**src/rtl/mips_hazard_ctrl.sv**
```systemverilog
// mips_hazard_ctrl: 5-stage MIPS interlock, branch flush and HLT drain control.
// Define FORWARD_EN to compile in the forwarding unit (load-use interlock only).
module mips_hazard_ctrl #(
  parameter int STALL_CNT_W = 16
) (
  input  logic                   clk1,
  input  logic                   reset,
  input  logic                   id_valid,
  input  logic [4:0]             id_rs,
  input  logic [4:0]             id_rt,
  input  logic                   id_use_rs,
  input  logic                   id_use_rt,
  input  logic                   id_wr,
  input  logic [4:0]             id_rd,
  input  logic                   id_load,
  input  logic                   id_halt,
  input  logic                   ex_branch_taken,
  output logic                   issue,
  output logic                   stall,
  output logic [1:0]             fwd_a,
  output logic [1:0]             fwd_b,
  output logic                   halted,
  output logic [1:0]             state,
  output logic [STALL_CNT_W-1:0] stall_count
);
  typedef enum logic [1:0] {RUN = 2'd0, DRAIN = 2'd1, HALTED = 2'd2} state_t;
  state_t          r_state, w_state_nx;
  logic [2:0]      r_v, r_ld;
  logic [2:0][4:0] r_rd;
  logic            w_haz_rs, w_haz_rt, w_hazard, w_run, w_unused;
  function automatic logic hit(input logic [4:0] src, input logic v, input logic [4:0] rd);
    return v && src != 5'd0 && src == rd;
  endfunction
  // slot 0 = EX, 1 = MEM, 2 = WB
`ifdef FORWARD_EN
  assign w_haz_rs = hit(id_rs, r_v[0] & r_ld[0], r_rd[0]);
  assign w_haz_rt = hit(id_rt, r_v[0] & r_ld[0], r_rd[0]);
  assign fwd_a = hit(id_rs, r_v[0] & ~r_ld[0], r_rd[0]) ? 2'd1 : hit(id_rs, r_v[1], r_rd[1]) ? 2'd2 : 2'd0;
  assign fwd_b = hit(id_rt, r_v[0] & ~r_ld[0], r_rd[0]) ? 2'd1 : hit(id_rt, r_v[1], r_rd[1]) ? 2'd2 : 2'd0;
`else
  assign w_haz_rs = hit(id_rs, r_v[0], r_rd[0]) | hit(id_rs, r_v[1], r_rd[1]) | hit(id_rs, r_v[2], r_rd[2]);
  assign w_haz_rt = hit(id_rt, r_v[0], r_rd[0]) | hit(id_rt, r_v[1], r_rd[1]) | hit(id_rt, r_v[2], r_rd[2]);
  assign fwd_a = 2'd0;
  assign fwd_b = 2'd0;
`endif
  assign w_unused = ^{r_v, r_rd, r_ld};
  assign w_hazard = id_valid & ((id_use_rs & w_haz_rs) | (id_use_rt & w_haz_rt));
  assign w_run    = r_state == RUN;
  assign issue    = id_valid & ~w_hazard & ~ex_branch_taken & w_run;
  assign stall    = w_hazard & w_run & ~ex_branch_taken;
  assign halted   = r_state == HALTED;
  assign state    = r_state;
  // HLT sitting alone in WB means the pipe is empty after this edge
  always_comb begin
    w_state_nx = r_state;
    w_state_nx = (w_run && issue && id_halt) ? DRAIN :
                 (r_state == DRAIN && !r_v[0] && !r_v[1]) ? HALTED : r_state;
  end
  always_ff @(posedge clk1 or posedge reset) begin
    if (reset) begin
      r_state     <= RUN;
      r_v         <= '0;
      r_ld        <= '0;
      r_rd        <= '0;
      stall_count <= '0;
    end else begin
      r_state <= w_state_nx;
      r_v     <= {r_v[1:0], issue};
      r_ld    <= {r_ld[1:0], issue & id_load};
      r_rd    <= {r_rd[1:0], id_wr ? id_rd : 5'd0};
      if (stall && !(&stall_count)) stall_count <= stall_count + 1'b1;
    end
  end
endmodule

```
**config.mk**
```make
export PLATFORM = sky130hd
export DESIGN_NAME = mips_hazard_ctrl
export DESIGN_NICKNAME = d
export VERILOG_FILES = /design/src/rtl/mips_hazard_ctrl.sv
export SDC_FILE = /design/constraint.sdc
export NUM_CORES = 1
export LEC_CHECK = 0
export CORE_MARGIN = 2
export CORE_UTILIZATION = 29
export CTS_BUF_LIST = sky130_fd_sc_hd__clkbuf_16
export DETAILED_ROUTE_END_ITERATION = 12
export GPL_ROUTABILITY_DRIVEN = 0
export SYNTH_ARGS = -nofsm -noshare
export SYNTH_HDL_FRONTEND = slang
export SYNTH_SLANG_ARGS = --single-unit
```
**constraint.sdc**
```tcl
create_clock -name clk1 -period 4.5 [get_ports clk1]
set_input_delay 0.9 -clock clk1 [delete_from_list [all_inputs] [get_ports clk1]]
set_output_delay 0.9 -clock clk1 [all_outputs]
set_load 0.02 [all_outputs]
```
==> flow_summary.ini, run 1 <==
[cts]
ctsHoldBuffers = 0
cts_htree_levels = 2
clockBufferDepth = 2
path_clk_slew_ns = 0.05
clk_latency_ns = 0.27
postCtsSetupBuffers = 0
cts_sinks = 36
cts_resized = 0
cts_tree = done
numCtsBuffers = 5
root_buffer = clkbuf_16

[setup_path]
rrSetupSlack_ns = 2.30
cp_data_arrival_time_ns = 3.27
start_kind = input pin
crit_slowest_cell = clkdlybuf4s50_1
crit_fanout = 4
worstSetupPathType = in2out
crit_path_start = id_rt[2]
cpPeakStageDelay_ns = 0.64
setup.worst_path.end_class = primary output
r2r.worst_path.cells = 6
worstPathBufferInverterCount = 2
r2r_end = stall_count[1]$_DFFE_PP0P_
crit_top_cell = clkdlybuf4s50_1
crit_family = buffers and inverters
critPathRequiredTime_ns = 3.60
cp_num_cells = 7
r2r-start = r_rd[9]$_DFF_PP0_
crit_end = issue
crit_chain = clkdlybuf4s50_1 -> or4_1 -> o21ai_0 -> a31o_4 -> nand2_1 -> nor2_1 -> clkdlybuf4s50_1

[sta]
fin_skew_ns = 0.00424
fmax_ghz = 0.240
rsz0062_at_grt = no
slew_violations = 0
finalCriticalPeriod_ns = 4.17
post-route-period-util_pct = 92.6
hold_viol_final = 0
setup_viol = 0
setup_tns_ns = 0

[placed_design]
port_buffers = 43
hpwl_um = 2760

[global_routing]
antenna_found_initial = 0
grt_pass1_vias = 1307
grt_first_pass_wirelength_um = 6570
track_usage_pct = 12.0
grt_max_degree = 37
overflow = 0

[finish]
diodes = 0
layout.nets = 230
final_common_cell = clkdlybuf4s50_1
final_cell_mix = 43 x clkdlybuf4s50_1, 36 x dfrtp_1, 25 x xor2_1
area_delta_synth_final_pct = 36.4
fillerInstances = 585
drive_gt1_share_pct = 8.78

[pwr]
p_leak_nw = 1.04
finalPower_mw = 0.750
peakVddDrop_mv = 0.153
cellPowerDensity_nw_per_um2 = 305

[detailed_routing]
avgViaCountPerCell = 4.60
wl_per_cell_um = 13.2
ant_nets = 0
wl_um = 3700
num_vias = 1287
drtIter0Drc = 113
drtPass1Iterations = 4
remaining_drc_errors = 0

[status]
status = completed

[floorplanning]
start_util_pct = 30.3
die-area_sq_um = 6880
die_x_um = 82.9
die_h_um = 82.9
pin_count = 49
row_count = 28
core_area_sq_um = 5960

[synth]
yosysSeqAreaShare_pct = 49.9
synth_top_area_share_pct = 49.9
synth_cell_type_count = 33
ys_warn_count = 0
netlist_instances = 153
avgSynthCellArea_sq_um = 11.8
synth.largest_area_cell = dfrtp_1
syn-cell-area_sq_um = 1810
synthTopCellsByArea = dfrtp_1 50%, xor2_1 12%, xnor2_1 8.7%
yosys_register_bits = 36

[min_path]
hold_class = reg2reg
worstHoldPathCells = 0

[run]
cap_violations = 0
==> synthesized netlist by cell type <==
library cell,instances
nand2b_1,2
buf_6,1
conb_1,1
a22o_1,1
or4_1,2
xor2_1,25
a31o_4,2
buf_4,4
nor4_1,4
nor2_1,2
ha_1,1
and3_1,5
o21a_1,1
a21oi_1,1
and2_1,7
a2111oi_4,1
or4b_2,1
a21o_1,1
nand2_1,5
nand3_1,12
nor4b_1,1
and4_1,1
mux2_2,2
dfrtp_1,36
xnor2_1,18
a21oi_4,1
o21ai_0,2
inv_1,1
nor2b_1,1
nor4_2,2
nand4_1,7
or3_1,1
o21ai_1,1
==> sequential cells by signal, indices dropped and copies added, names as in the netlist <==
register,cells
stall_count,16
r_rd,15
r_v,3
state,2
==> layer usage <==
layer	routed length (um)	GRT usage, %
met5	0	0
met3	151	2.88
met4	75	6.26
met1	1860	16.5
met2	1610	17.4
==> area by class of cell <==
cell class,count,area (sq um),area share [%]
clock buffer,5,125,5.08
clock inverter,2,7.51,0.305
inverter,1,3.75,0.152
multi-input combinational,114,872,35.4
sequential,36,901,36.6
tap,75,93.8,3.81
timing repair buffer,47,460,18.7
==> stage by stage <==
stage / setup WS, ns / instance area [sq um] / instances / hold slack [ns] / utilization [%]
2_1_floorplan: 1.43 / 1820 / 156 / 0.407 / -
3_3_place_gp: 0.295 / 2330 / 273 / 0.423 / 39.1
3_5_place_dp: 0.286 / 2330 / 273 / 0.421 / 39.1
4_1_cts: 0.289 / 2460 / 280 / 0.433 / 41.4
5_1_grt: 0.0905 / 2460 / 280 / 0.448 / 41.4
6_report: 0.335 / 2460 / 280 / 0.432 / 41.4
==> logic make-up (layout without fill, tap and decap cells) <==
family | Yosys count | count (layout) | synth area share (%)
simple gates | 53 | 53 | 17.9
buf+inv | 6 | 55 | 2.49
other cells | 1 | 4 | 0.208
compound gates | 11 | 11 | 6.79
xor+xnor | 43 | 43 | 20.8
fa+ha+maj | 1 | 1 | 0.692
flops | 36 | 36 | 49.9
mux | 2 | 2 | 1.25
==> how the worst min path moves through the flow <==
| stage | startpoint | end |
|---|---|---|
| global placement | r_rd[4]$_DFF_PP0_ | r_rd[9]$_DFF_PP0_ |
| finish | r_rd[2]$_DFF_PP0_ | r_rd[7]$_DFF_PP0_ |
| global route | r_rd[4]$_DFF_PP0_ | r_rd[9]$_DFF_PP0_ |
| CTS | r_rd[2]$_DFF_PP0_ | r_rd[7]$_DFF_PP0_ |
| floorplan | r_v[0]$_DFF_PP0_ | r_v[1]$_DFF_PP0_ |
| detailed placement | r_rd[2]$_DFF_PP0_ | r_rd[7]$_DFF_PP0_ |
==> power breakdown <==
| group | leakage (nW) | switching (mW) | internal (mW) |
|---|---|---|---|
| sequential | 0.481 | 0.0122 | 0.334 |
| clock | 0.0648 | 0.119 | 0.198 |
| combinational | 0.491 | 0.0409 | 0.0462 |
| total | 1.04 | 0.172 | 0.578 |
No activity file was read; power rests on OpenSTA's default activity.
==> run 2: changes to the inputs <==
clock period = 3.7 ns   (was 4.5 ns; I/O delays follow)
==> run 2 against run 1 <==
Clock-buffer cell count is the same. Clock power grew 46%. Non-clock buffer count grew 10. Highest routed layer unchanged. Largest cell class unchanged. Die area is the same. Routed wire length grew 4.1%. Clock skew is essentially flat. Critical path type unchanged. Hold slack lost 0.0049 ns. Worst setup slack lost 0.070 ns. Total power grew 33%. Utilization grew 1.7 points.
==> flow_summary.ini, run 2 (synthesized netlist as in run 1, its figures left out) <==
[setup_path]
r2r-start = r_rd[9]$_DFF_PP0_
cpPeakStageDelay_ns = 0.51
crit_chain = clkdlybuf4s50_1 -> or4_1 -> o21ai_0 -> a31o_4 -> nand2_1 -> nor2_1 -> dlygate4sd2_1
start_kind = input pin
cp_data_arrival_time_ns = 2.70
critPathRequiredTime_ns = 2.96
crit_fanout = 4
r2r_end = stall_count[1]$_DFFE_PP0P_
setup.worst_path.end_class = primary output
crit_slowest_cell = or4_1
r2r.worst_path.cells = 7
worstSetupPathType = in2out
rrSetupSlack_ns = 1.40

[sta]
fin_skew_ns = 0.00387
setup_viol = 0
rsz0062_at_grt = no
post-route-period-util_pct = 92.9
slew_violations = 0
setup_ws_ns = 0.264
finalCriticalPeriod_ns = 3.44
fmax_ghz = 0.291
hold_viol_final = 0

[placed_design]
place_inst = 283
hpwl_um = 2970
pre_cts_slack_ns = -0.0455
port_buffers = 43

[global_routing]
overflow = 0
grt_max_degree = 37
grt_first_pass_wirelength_um = 6590
antenna_found_initial = 0
grt_pass1_vias = 1360
track_usage_pct = 12.0

[cts]
clockBufferDepth = 2
cts_resized = 2
ctsHoldBuffers = 0
cts_tree = done
path_clk_slew_ns = 0.05
cts_sinks = 36
root_buffer = clkbuf_16
numCtsBuffers = 5
clk_latency_ns = 0.27
cts_htree_levels = 2
postCtsSetupBuffers = 0

[finish]
final_cell_mix = 41 x clkdlybuf4s50_1, 36 x dfrtp_1, 25 x xor2_1
layout.nets = 240
stdcell_count = 291
fin_util_pct = 43.1
drive_gt1_share_pct = 13.4
top_register = stall_count
reg.largest.list = stall_count (16), r_rd (15), r_v (3)
area_delta_synth_final_pct = 42.0
diodes = 0
final_common_cell = clkdlybuf4s50_1
largest_reg_flops = 16

[pwr]
peakVddDrop_mv = 0.249
p_leak_nw = 1.11
cellPowerDensity_nw_per_um2 = 388

[floorplanning]
die_h_um = 82.9
start_util_pct = 30.3
die_x_um = 82.9
pin_count = 49
row_count = 28
die-area_sq_um = 6880
core_area_sq_um = 5960

[detailed_routing]
num_vias = 1351
remaining_drc_errors = 0
drtPass1Iterations = 4
wl_per_cell_um = 13.2
drtIter0Drc = 43
avgViaCountPerCell = 4.64
ant_nets = 0
wl_um = 3850

[min_path]
worstHoldPathCells = 0
hold_start = r_rd[1]$_DFF_PP0_
hold_class = reg2reg
holdPathEnd = r_rd[6]$_DFF_PP0_

[status]
status = completed

[run]
cap_violations = 0
[run 2: cell types whose count changed in the layout (fill, tap and decap cells not counted), sizes merged]
cell / before / now
bufinv: 0 / 1
buf: 4 / 14
dlygate4sd2: 0 / 2
clkdlybuf4s50: 43 / 41
[run 2: worst max-delay path: cells and delay by family]
kind                   cells  cell delay (ns)
AOI/OAI and AO/OA          2             0.38
buffers and inverters      2             0.86
and+or+nand+nor            3             0.72
[run 2: metrics by stage]
step | instance area, sq um | hold slack (ns) | power (mW) | setup TNS, ns
after CTS | 2570 | 0.431 | 1.01 | 0
after global placement | 2410 | 0.420 | 0.540 | -0.0781
after floorplan | 1820 | 0.407 | 0.481 | 0
final | 2570 | 0.427 | 0.995 | 0
after global routing | 2570 | 0.445 | 1.04 | 0
after detailed placement | 2410 | 0.425 | 0.542 | -0.0577
[run 2: worst max-delay path by stage]
stage          startpoint  endpoint  slack, ns  depth (start not counted)
2_1_floorplan    id_rt[1]     issue       0.95                          5
3_3_place_gp     id_rs[3]     issue      -0.05                          7
5_1_grt          id_rs[3]     issue       0.12                          7
3_5_place_dp     id_rs[3]     issue      -0.05                          7
4_1_cts          id_rs[3]     issue       0.24                          7
6_report         id_rs[3]     issue       0.26                          7
[run 2: final cells by class]
type                    instances  area (sq um)
clock inverters                 3          37.5
repair buffers                 57           533
clock buffers                   5           125
multi-input cells             114           872
flip-flops and latches         36           901
inverters                       1          3.75
well taps                      75          93.8
fillers                       590          3390
[run 2: routing by layer]
layer  share of wire, %  up-vias  GRT usage [%]
met2                 44       35           17.6
met4                2.7        0           5.66
met3                3.8        9           2.98
met5                  0        -              0
met1                 50      652           16.6
li1                   -      655              -
[run 2: power by group]
| group | switching, mW | internal (mW) | leakage [nW] |
|---|---|---|---|
| registers | 0.0152 | 0.407 | 0.481 |
| logic | 0.0510 | 0.0603 | 0.549 |
| clock network | 0.149 | 0.313 | 0.0789 |
